### config.mk
export PLATFORM = sky130hd
export DESIGN_NAME = adder_stream_ctrl
export DESIGN_NICKNAME = d
export VERILOG_FILES = /design/src/rtl/adder_stream_ctrl.sv
export SDC_FILE = /design/constraint.sdc
export NUM_CORES = 1
export LEC_CHECK = 0
export ABC_AREA = 1
export CAP_MARGIN = 0
export CORE_MARGIN = 2
export CORE_UTILIZATION = 40
export DETAILED_ROUTE_END_ITERATION = 16
export MAX_ROUTING_LAYER = met4
export PLACE_DENSITY = 0.78
export SLEW_MARGIN = 20
export SYNTH_ARGS = -nofsm -noshare
export SYNTH_HDL_FRONTEND = slang
export SYNTH_SLANG_ARGS = --single-unit
export TNS_END_PERCENT = 5
### constraint.sdc
create_clock -name iClk -period 36.9 [get_ports iClk]
set_input_delay 5.535 -clock iClk [delete_from_list [all_inputs] [get_ports iClk]]
set_output_delay 5.535 -clock iClk [all_outputs]
set_load 0.05 [all_outputs]
### src/rtl/adder_stream_ctrl.sv
// Operand collector and result streamer for the external multi-precision adder.
// Loads A then B word by word, holds them for the settle window, then streams the sum out.
module adder_stream_ctrl #(
    parameter int ADDER_WIDTH = 128,
    parameter int WORD_WIDTH  = 32,
    parameter int ADD_CYCLES  = 2
) (
    input  logic                   iClk,
    input  logic                   iRst,
    input  logic [WORD_WIDTH-1:0]  iData,
    input  logic                   iValid,
    input  logic                   iCin,
    output logic                   oReady,
    output logic [WORD_WIDTH-1:0]  oData,
    output logic                   oValid,
    output logic                   oLast,
    output logic                   oCout,
    input  logic                   iReady,
    output logic [ADDER_WIDTH-1:0] oAdderA,
    output logic [ADDER_WIDTH-1:0] oAdderB,
    output logic                   oAdderC,
    input  logic [ADDER_WIDTH-1:0] iAdderSum,
    input  logic                   iAdderC
);

    localparam int N  = ADDER_WIDTH / WORD_WIDTH;
    localparam int CW = (N > 1) ? $clog2(N) : 1;
    localparam logic [CW-1:0] LAST_WORD   = CW'(N - 1);
    localparam logic [3:0]    SETTLE_LAST = 4'(ADD_CYCLES - 1);

    typedef enum logic [1:0] {
        LOAD_A,
        LOAD_B,
        ADD,
        SEND
    } state_t;

    state_t                 state, state_nxt;
    logic [CW-1:0]          word_cnt, word_cnt_nxt;
    logic [3:0]             settle_cnt, settle_cnt_nxt;
    logic [ADDER_WIDTH-1:0] a_reg, b_reg, result_reg;
    logic                   cin_reg, cout_reg;

    logic in_fire, out_fire, last_word, settle_done;

    assign oReady      = (state == LOAD_A) || (state == LOAD_B);
    assign oValid      = (state == SEND);
    assign in_fire     = iValid && oReady;
    assign out_fire    = oValid && iReady;
    assign last_word   = (word_cnt == LAST_WORD);
    assign settle_done = (state == ADD) && (settle_cnt == SETTLE_LAST);

    assign oData   = result_reg[word_cnt*WORD_WIDTH +: WORD_WIDTH];
    assign oLast   = oValid && last_word;
    assign oCout   = cout_reg;
    assign oAdderA = a_reg;
    assign oAdderB = b_reg;
    assign oAdderC = cin_reg;

    always_ff @(posedge iClk or posedge iRst) begin
        if (iRst) begin
            state      <= LOAD_A;
            word_cnt   <= '0;
            settle_cnt <= '0;
        end else begin
            state      <= state_nxt;
            word_cnt   <= word_cnt_nxt;
            settle_cnt <= settle_cnt_nxt;
        end
    end

    always_comb begin
        state_nxt      = state;
        word_cnt_nxt   = word_cnt;
        settle_cnt_nxt = settle_cnt;
        case (state)
            LOAD_A: begin
                if (in_fire) begin
                    if (last_word) begin
                        state_nxt    = LOAD_B;
                        word_cnt_nxt = '0;
                    end else begin
                        word_cnt_nxt = word_cnt + 1'b1;
                    end
                end
            end
            LOAD_B: begin
                if (in_fire) begin
                    if (last_word) begin
                        state_nxt      = ADD;
                        word_cnt_nxt   = '0;
                        settle_cnt_nxt = '0;
                    end else begin
                        word_cnt_nxt = word_cnt + 1'b1;
                    end
                end
            end
            ADD: begin
                if (settle_done) begin
                    state_nxt      = SEND;
                    word_cnt_nxt   = '0;
                    settle_cnt_nxt = '0;
                end else begin
                    settle_cnt_nxt = settle_cnt + 1'b1;
                end
            end
            SEND: begin
                if (out_fire) begin
                    if (last_word) begin
                        state_nxt    = LOAD_A;
                        word_cnt_nxt = '0;
                    end else begin
                        word_cnt_nxt = word_cnt + 1'b1;
                    end
                end
            end
            default: begin
                state_nxt      = LOAD_A;
                word_cnt_nxt   = '0;
                settle_cnt_nxt = '0;
            end
        endcase
    end

    // Operands only move while loading, so the adder inputs are frozen for the whole ADD window
    always_ff @(posedge iClk or posedge iRst) begin
        if (iRst) begin
            a_reg      <= '0;
            b_reg      <= '0;
            result_reg <= '0;
            cin_reg    <= 1'b0;
            cout_reg   <= 1'b0;
        end else begin
            if (in_fire && (state == LOAD_A)) begin
                a_reg[word_cnt*WORD_WIDTH +: WORD_WIDTH] <= iData;
                if (word_cnt == '0) begin
                    cin_reg <= iCin;
                end
            end
            if (in_fire && (state == LOAD_B)) begin
                b_reg[word_cnt*WORD_WIDTH +: WORD_WIDTH] <= iData;
            end
            if (settle_done) begin
                result_reg <= iAdderSum;
                cout_reg   <= iAdderC;
            end
        end
    end

endmodule

Word-level counts from Yosys, hierarchy flattened
Index checks and enable logic that the tools add are counted.
W data, S select, Z words.
Word-level totals
  flip-flop bits (word level): 394
  input port bits: 166
  output and inout bits: 293
  logic and storage cells: 61
Cells by class
  $add $sub $neg: 3
  equal/unequal tests: 13
  shift-type cells: 3
  multiplexer cells: 19
  reductions and logical operators: 15
Operator list (number)
  $bwmux W128: 2
  $shift A32 B34 Y128 const A: 1
  $shiftx A128 B8 Y32: 1
  $shiftx A32 B34 Y128: 1
  $neg A7 Y34: 1
  $mux W2: 11
  $mux W4: 3
  $ne A2 B2 Y1 const B: 5
  $pmux W2 S4: 1
  $pmux W4 S2: 1
  $reduce_and A7 Y1: 1
  $eq A2 B2 Y1 const B: 3
  $logic_and A1 B1 Y1: 6
  $ne A2 B1 Y1 const B: 3
  $pmux W2 S3: 1
  $reduce_and A3 Y1: 2
  $add A4 B1 Y4 const B: 1
  $eq A4 B1 Y1 const B: 1
  $logic_not A2 Y1: 2
  $add A2 B1 Y2 const B: 1
  $eq A2 B1 Y1 const B: 1
  $reduce_and A2 Y1: 1
  $reduce_bool A2 Y1: 1
  $reduce_or A2 Y1: 1
  $logic_or A1 B1 Y1: 1

Longest topological paths before layout
  depth after elaboration: 5
  gate-level depth with buffers: 10
  mapped depth without buffers: 9

Least setup slack after synthesis
OpenSTA, ideal clock, no wires.
  path type: register to output
  start: register word_cnt[0]
  end: output oData[24]
  arrival: 1.898 ns
  required time: 31.365 ns
  path slack: 29.467 ns
  cell stages (with the launch flop): 6
  path buffers: 2
  cells stage by stage: dfrtp_1 > inv_2 > buf_2 > clkbuf_1 > nor2_1 > o22ai_1
On the way
  word-level cells in the longest chain between the ends: 1
Ends and longest elaborated chain
  from (decl): RTL line 39  | logic [CW-1:0] word_cnt, word_cnt_nxt;
  from (signal assigned): RTL line 67  | word_cnt <= word_cnt_nxt;
  $shiftx A128 B8 Y32: RTL line 53  | assign oData = result_reg[word_cnt*WORD_WIDTH +: WORD_WIDTH];
  to (decl): RTL line 14  | output logic [WORD_WIDTH-1:0] oData,
No other way between the ends.

Worst setup path after layout
  start: register word_cnt[0]
  end: output oData[26]
The elaborated chain is that of the path after synthesis.

==> reports/results.ini <==
[global_route]
gr-usage-all-layers_pct = 25.83
grt_overflow = 0
grt_pass1_vias = 14550
grt_max_degree = 125
grt_pass1_wl_um = 82400
antenna_found_initial = 0

[routing]
drc = 0
wl_per_cell_um = 19.18
num_vias = 14760
drt_iter0_markers = 988
wirelength_um = 54330
vias_per_cell = 5.210
ant_nets = 0
first_pass_iters = 5

[clock_network]
cts.clk_slew.worst_paths_ns = 0.06
cts_buffers = 42
ctsHoldBuffers = 0
cts_root_buf = clkbuf_16
cts_max_path_buffers = 3
post_cts_buffers = 0
cts.sinks = 394
htreeDepth = 2
cts_tree = built
clk-insertion-delay-late_ns = 0.56
cts_resized = 0

[critical_path]
worstSetupPathType = flip-flop to output port
crit_required_ns = 31.36
cp-start-kind = flip-flop
cp.arrival_ns = 3.21
critical_path.endpoint = oData[26]
rr_startpoint = word_cnt[0]
r2r-end = oAdderA[78]
crit_path_end_kind = output port
worst-r2r-cell-count = 7
critPathMaxFanout = 48
crit_start = word_cnt[0]
rrSetupSlack_ns = 32.54

[final_layout]
area_growth_syn_to_layout_pct = 38.19
post_route_cells_drive_above_1_share_pct = 5.172
fin_nets = 2451
n_fill_cell = 3548
antenna_cells = 0

[synth]
yosys.area.top_type = dfrtp_1
synth-edff-count = 0
mappedNetlistArea_sq_um = 16440
yosysMostFrequentCell = nand2_1
synthTopCellsByCount = 577 x nand2_1, 394 x dfrtp_1, 343 x o21ai_0
synth_async_sr_flop_share_pct = 100.0
synthDistinctLibCells = 29
synthFlopType = dfrtp_1
synth_top_area_share_pct = 59.99
syn_area_per_cell_sq_um = 8.766
postSynthCellCount = 1875
synth_nets = 2053
yosysSeqAreaShare_pct = 59.99
synth-seq-cells = 394
synth-warning-count = 0
synthTopCellsByArea = dfrtp_1 60%, nand2_1 13%, o21ai_0 10%

[timing]
finalSetupViolCount = 0
fmax_ghz = 0.1143
hold_viol = 0
clock_skew_ns = 0.01787
finalMaxSlewViolations = 0
setup-tns-final_ns = 0
worst_slew_pin_slew_ns = 1.035
period_share_pct = 23.71
setup_ws_ns = 28.15
rsz0062_at_grt = no
fin_crit_ns = 8.748
holdWs_ns = 0.4727
max-slew-margin-rel_pct = 30.99

[pwr]
powerDensity_nw_per_um2 = 109.4
p_leak_nw = 10.67
ir_worst_vdd_mv = 0.06690

[floorplan]
placementRows = 74
die_x_um = 206.7
core_sq_um = 40740
initial_core_util_pct = 40.34
fp.dieArea_sq_um = 42730
top_level_ports = 459
die_h_um = 206.7

[place]
place_ws_ns = 28.36
hpwl_um = 38330
gp_congestion = 0.9226
place.port_buffers = 458

[hold_path]
hold_path_class = flip-flop to flip-flop

[outcome]
outcome = finished, final reports clean

[run]
max_cap_viol_count = 0

-- worst min path at each step --
stage	startpoint	slack [ns]	end	cells after the start
after CTS	oAdderA[33]	0.48	oAdderA[33]	2
after detailed placement	oAdderA[63]	0.46	oAdderA[63]	2
after global placement	oAdderA[59]	0.46	oAdderA[59]	2
final	oAdderA[33]	0.47	oAdderA[33]	2
after floorplan	result_reg[64]	0.45	result_reg[64]	2
after global routing	oAdderA[33]	0.49	oAdderA[33]	2
-- layer usage --
| metal | vias to the layer above | share of wire, % | GRT usage, % |
|---|---|---|---|
| li1 | 6789 | - | - |
| met1 | 7175 | 39 | 30.84 |
| met2 | 689 | 48 | 41.83 |
| met3 | 106 | 9.3 | 6.515 |
| met4 | 0 | 3.8 | 10.79 |
| met5 | - | 0 | - |
-- cell type report --
class / count / area [sq um] / share of cell area [%]
clock inverters: 12 / 121.4 / 0.5344
flip-flops and latches: 394 / 9861 / 43.42
clock buffers: 60 / 1240 / 5.459
inverters: 151 / 574.3 / 2.529
multi-input cells: 1213 / 5555 / 24.46
repair buffers: 471 / 4695 / 20.67
well taps: 532 / 665.6 / 2.931
-- worst max-delay path: stages (launching register included) --
cell and delay (ns):
dfrtp_2 0.56, inv_2 0.33, buf_4 0.52, o21ai_0 0.16
o22ai_1 0.22, clkdlybuf4s50_1 0.85
-- logic make-up (layout without fill, tap and decap cells) --
kind of cell             Yosys count  count (layout)  share of synthesized area, %
XOR/XNOR                           1               1                       0.05330
AND/OR/NAND/NOR                  729             729                         17.11
AO/OA/AOI/OAI                    451             451                         14.04
adder cells (fa/ha/maj)           12              12                        0.9135
flip-flops                       394             394                         59.99
buffers and inverters            268             694                         6.524
multiplexers                      20              20                         1.370
-- cell usage in the layout, fill, tap and decap left out, drive strengths merged, types with 2 or more instances in the layout --
cell | synthesis | routed
nand3 | 29 | 29
bufinv | 0 | 2
nor2 | 118 | 118
mux2 | 20 | 20
o21ai | 415 | 415
buf | 43 | 13
clkinv | 1 | 8
nor3 | 2 | 2
ha | 12 | 12
nand2 | 578 | 578
o22ai | 32 | 32
a21boi | 2 | 2
inv | 150 | 153
clkbuf | 74 | 60
dfrtp | 394 | 394
clkdlybuf4s50 | 0 | 458
-- metrics by stage --
stage                     std cells  util, %  cell area, sq um  total power, W
after CTS                      2832    55.65             22670        0.002490
after detailed placement       2760    52.31             21310        0.002061
after global routing           2833    55.75             22710        0.002618
final                          2833    55.75             22710        0.002484
after floorplan                1875        -             16440        0.001593
after global placement         2760    52.31             21310        0.002037
-- where the power goes --
group | total (W) | internal (W) | switching (W)
logic | 0.00132 | 0.000396 | 0.000928
registers | 0.000740 | 0.000623 | 0.000117
clock network | 0.000420 | 0.000247 | 0.000173
(Power assumes the default switching activity.)
==> variant 1 (same flow settings) <==
Change the parameter `WORD_WIDTH` from 32 to 16.
--- a/src/rtl/adder_stream_ctrl.sv
+++ b/src/rtl/adder_stream_ctrl.sv
@@ -2,7 +2,7 @@
 // Loads A then B word by word, holds them for the settle window, then streams the sum out.
 module adder_stream_ctrl #(
     parameter int ADDER_WIDTH = 128,
-    parameter int WORD_WIDTH  = 32,
+    parameter int WORD_WIDTH  = 16,
     parameter int ADD_CYCLES  = 2
 ) (
     input  logic                   iClk,
Interface: changed (resized iData and oData); port bits go from 459 to 427. No check against the original RTL was run, so the function may have changed too.
==> variant 1 against the original RTL <==
Wire length up 7.2%. Area after synthesis up 6.2%. Design area up 3.1%. Global-route usage up 0.25 points. Die area up 6.0%. Sequential cell count up 1. Final cell count up 10%. Total power down 4.7%. Clock power about the same. Sequential share of layout area down 1.2 points. Non-clock buffer count down 32. Sequential power down 0.9%. Setup slack worse by 0.67 ns. Critical path type unchanged. Critical endpoint is now oData[13].
==> variant 1: results (changes against the original RTL) <==
Parameter                              Value

Synth
  Most numerous cell types in the synthesized netlist ... nand2_1, dfrtp_1, o21ai_0, inv_1, nor2_1
  Complex-gate fraction of the synthesized area ... 0.0686 (-0.0718)
  Adder-cell area share of the yosys netlist ... 0.0100 (+0.000904)
  Portion of netlist area occupied by mux cells ... 0 (-0.0137)
  Synthesized instance count ... 2141 (+14%)
  Seq/Total Area, Yosys ... 0.567 (-0.0334)
  Cell types occupying the most area after synthesis ... dfrtp_1, nand2_1, o21ai_0, nand3_1, inv_1
  Distinct cells, synth ... 30 (+3.4%)
  Post-synthesis net count ... 2305 (+12%)
  Xor and xnor fraction of the mapped netlist area ... 0.000502 (-0.0000309)

Placement
  Placement Setup Slack ... 28.12 ns (-0.233 ns)
  Number of buffers added on ports ... 426 (-7.0%)
  Half-perimeter wire length after placement ... 41700 um (+8.8%)
  GPL Wtd Cong ... 0.911 (-1.3%)
  Area of placed instances ... 22000 um^2 (+3.3%)

Cells and area
  Multi-input logic portion of the cell area ... 0.273 (+0.0281)
  Clock buf count ... 59 (-1.7%)
  Number of non-filler instances in the completed layout ... 3119 (+10%)
  Signal buffers share of area ... 0.188 (-0.0187)
  Total Nets Final ... 2669 (+8.9%)
  Bufs w/o clock ... 439 (-6.8%)
  Area Overhead vs Synth ... 34.2%
  Sequential fraction of total cell area ... 0.422 (-0.0119)
  Biggest area consumer among cell classes ... sequential cells
  Share of post-route cells with drive strength above 1 ... 0.0509 (-0.000789)
  Portion of the layout cell area used by clock cells ... 0.0577 (-0.00227)
  Sequential cell area in the final layout ... 9890 um^2 (+0.25%)
  Final antenna diode count ... 1 (+1)
  Fillers ... 3789 (+6.8%)
  Number of non-clock inverters in the layout ... 171 (+13%)
  Multi-input combinational gate total ... 1456 (+20%)

Clock tree
  Sink count of the clock tree ... 395 (+0.25%)
  Clk Latency, worst-skew pair ... 0.58 ns (+0.02 ns)
  Number of buffers inserted during clock tree synthesis ... 42 (unchanged)

Min path
  Hold path startpoint ... oAdderA[89]
  End of the worst hold path ... oAdderA[89]

Power and ir drop
  Static leakage ... 0.0120 uW (+12%)
  Total net switching power ... 1160 uW (-4.7%)
  Worst vdd rail ir drop ... 0.000137 V (+100%)

Timing
  Worst Skew ... 0.0161 ns (-0.00172 ns)
  Max-slew headroom at the worst pin ... 0.282 (-0.0274)
  Worst hold slack ... 0.472 ns (-0.000987 ns)

Global route
  First-pass GRT wire length ... 88100 um (+6.9%)
  Initial antenna violation count ... 1 (+1)
  Pin count of the biggest net entering global routing ... 170 (+36%)
  GRT Overall Usage ... 0.261 (+0.00255)

Setup path
  CP max stage delay ... 0.72 ns (-0.13 ns)
  Worst-path maximum fanout ... 69 (+44%)
  Worst R2R End ... oAdderA[2]
  Depth of the worst register-to-register path ... 10 (+3)
  Worst reg2reg setup slack ... 31.73 ns (-0.81 ns)

Status
  Outcome ... finished clean

Drt
  Drt pass-1 iters ... 6 (+1)
  Number of vias in the routed layout ... 16100 (+8.8%)
  Post-Route WL ... 58200 um (+7.2%)
  DRC violation total after the first TritonRoute iteration ... 1626 (+65%)
## variant 1: per-layer routing
metal  vias to the layer above  GRT usage  wire, um
met5                         -          -         0
met4                         0      0.122      2650
met3                       151     0.0404      4900
met2                       838      0.414     27400
met1                      7646      0.329     23300
li1                       7426          -         -
## variant 1: power by group through the flow
stage	clock network [uW]	registers, uW	logic [uW]
4_1_cts	426	730	1210
3_5_place_dp	0	736	1210
5_1_grt	442	748	1300
2_1_floorplan	0	1040	471
6_report	420	733	1210
3_3_place_gp	0	733	1190
## variant 1: how the worst max path moves through the flow
stage,from,endpoint,slack (ns),cells after the start
global placement,word_cnt[0],oData[1],28.16,8
floorplan,iRst,oAdderA[0],20.38,1
detailed placement,word_cnt[0],oData[13],28.12,8
global route,word_cnt[0],oData[10],27.23,8
finish,word_cnt[0],oData[13],27.49,8
CTS,word_cnt[0],oData[13],27.51,8
==> variant 2 (same settings) <==
Without the edit above. Make the reset (`iRst`) synchronous in 2 clocked blocks.
--- a/src/rtl/adder_stream_ctrl.sv
+++ b/src/rtl/adder_stream_ctrl.sv
@@ -57,7 +57,7 @@
     assign oAdderB = b_reg;
     assign oAdderC = cin_reg;
 
-    always_ff @(posedge iClk or posedge iRst) begin
+    always_ff @(posedge iClk) begin
         if (iRst) begin
             state      <= LOAD_A;
             word_cnt   <= '0;
@@ -123,7 +123,7 @@
     end
 
     // Operands only move while loading, so the adder inputs are frozen for the whole ADD window
-    always_ff @(posedge iClk or posedge iRst) begin
+    always_ff @(posedge iClk) begin
         if (iRst) begin
             a_reg      <= '0;
             b_reg      <= '0;
Check against the original RTL: differs if iRst is asserted again (counterexample within 4 cycles, from zero or initial values and one cycle with iRst high); with iRst held inactive, the same outputs for 4 cycles.
==> variant 2 against the original RTL <==
Design area down 4.6%. Worst hold slack worse by 0.029 ns. Sequential share of layout area down 7.0 points. Final cell count up 5.4%. Setup slack worse by 0.10 ns. Area after synthesis down 5.1%. Count of clock-buffer cells in the layout down 1. Wire length up 5.9%. Sequential cell count unchanged. Critical endpoint is now oData[18].
Power is not compared: it rests on default switching activity, and its combinational part moved more than twofold at a synthesized area within 25%.
==> variant 2: results (changes against the original RTL) <==
Parameter                              Value

Status
  Outcome ... finished clean

Drt
  Number of vias in the routed layout ... 15900 (+7.9%)
  Vias per cell ... 5.33 (+2.4%)
  Drt pass-1 iters ... 6 (+1)
  DRC violation total after the first TritonRoute iteration ... 1359 (+38%)
  Post-Route WL ... 57500 um (+5.9%)

Global route
  Grt met1 use ... 0.339 (+0.0302)
  GR met2 Demand/Resource ... 0.428 (+0.00953)
  Initial antenna violation count ... 3 (+3)
  GRT Overall Usage ... 0.283 (+0.0251)
  M3 GR Usage ... 0.0726 (+0.00741)
  Pin count of the biggest net entering global routing ... 154 (+23%)

Timing
  Worst hold slack ... 0.444 ns (-0.0288 ns)
  Slew of the pin with the lowest slew margin ... 1.06 ns (+0.0249 ns)
  Worst Skew ... 0.0189 ns (+0.00104 ns)

Synth
  Async S/R FF share, synth ... 0 (-1.00)
  Seq/Total Area, Yosys ... 0.506 (-0.0942)
  Most numerous cell types in the synthesized netlist ... a21oi_1, dfxtp_1, o21ai_0, nand2_1, inv_1
  Most used flip-flop cell after synthesis ... dfxtp_1
  Distinct cells, synth ... 26 (-10%)
  Cell types occupying the most area after synthesis ... dfxtp_1, a21oi_1, o21ai_0, nand2_1, inv_1
  Syn Area/Cell ... 7.49 um^2 (-15%)

Setup path
  Launch point of the worst reg-to-reg path ... state[0]
  Arrival time at the worst endpoint ... 3.31 ns (+0.10 ns)
  Setup crit start ... word_cnt[0]
  Worst-path maximum fanout ... 90 (+88%)
  Critical path capture point ... oData[18]
  Worst reg2reg setup slack ... 33.41 ns (+0.87 ns)

Min path
  Hold path startpoint ... result_reg[81]

Placement
  Placed Cells ... 2912 (+5.5%)
  Half-perimeter wire length after placement ... 38900 um (+1.5%)
  GPL Wtd Cong ... 0.919 (-0.43%)

Cells and area
  Total Nets Final ... 2616 (+6.7%)
## variant 2: cell count changes in the layout (fill, tap and decap cells not counted), sizes merged, moves of 7 or more
cell | before | now
o21ai | 415 | 338
o22ai | 32 | 0
nand2 | 578 | 221
dfrtp | 394 | 0
nor3 | 2 | 9
dfxtp | 0 | 394
nor2 | 118 | 209
a21oi | 0 | 422
mux2 | 20 | 0
nand3 | 29 | 93
inv | 153 | 211
## variant 2: cells by family (layout without fill, tap and decap cells)
kind of cell               Yosys count  after routing  synth area share
AOI/OAI and AO/OA                  762            762             0.245
and+or+nand+nor                    539            539             0.142
DFF                                394            394             0.506
buffers and inverters              374            756            0.0967
adders and majority gates           12             12           0.00963
xor gates and xnor gates             2              2           0.00112
other                                0              3                 0
## variant 2: per-layer routing
metal,vias up,wire length [um]
li1,7558,-
met1,7434,22900
met2,722,25800
met3,210,5140
met4,0,3680
met5,-,0
## variant 2: worst reg2reg max path: stages, from the launching register on
cell and delay, ns:
dfxtp_1 0.39, inv_1 0.10, ha_1 0.30, nand3_4 0.43
buf_4 0.87, buf_4 0.85, o21ai_0 0.26, a21oi_1 0.22
## variant 2: final cells by class
class	instances	area, um^2
Inverter	212	802
Multi-Input combinational cell	1315	6230
Timing Repair Buffer	473	4690
Tap cell	518	648
Clock inverter	12	158
Sequential cell	394	7890
Clock buffer	59	1220
Fill cell	3528	16900
Antenna cell	3	7.51
## variant 2: through the flow
step	power (uW)	utilization	worst slack [ns]
6_report	1490	0.562	28.05
5_1_grt	1550	0.562	27.88
2_1_floorplan	877	-	29.55
3_3_place_gp	1050	0.525	28.41
3_5_place_dp	1060	0.525	28.40
4_1_cts	1490	0.561	28.05
## variant 2: power groups by stage
stage	Clock [uW]	Combinational, uW	Sequential [uW]
final	430	563	492
after global routing	452	601	496
after detailed placement	0	558	500
after floorplan	0	272	605
after global placement	0	551	498
after CTS	436	561	491
## variant 2: worst min path at each step
| stage | endpoint |
|---|---|
| 2_1_floorplan | result_reg[0] |
| 3_3_place_gp | result_reg[87] |
| 3_5_place_dp | result_reg[64] |
| 4_1_cts | result_reg[64] |
| 5_1_grt | result_reg[69] |
| 6_report | result_reg[81] |
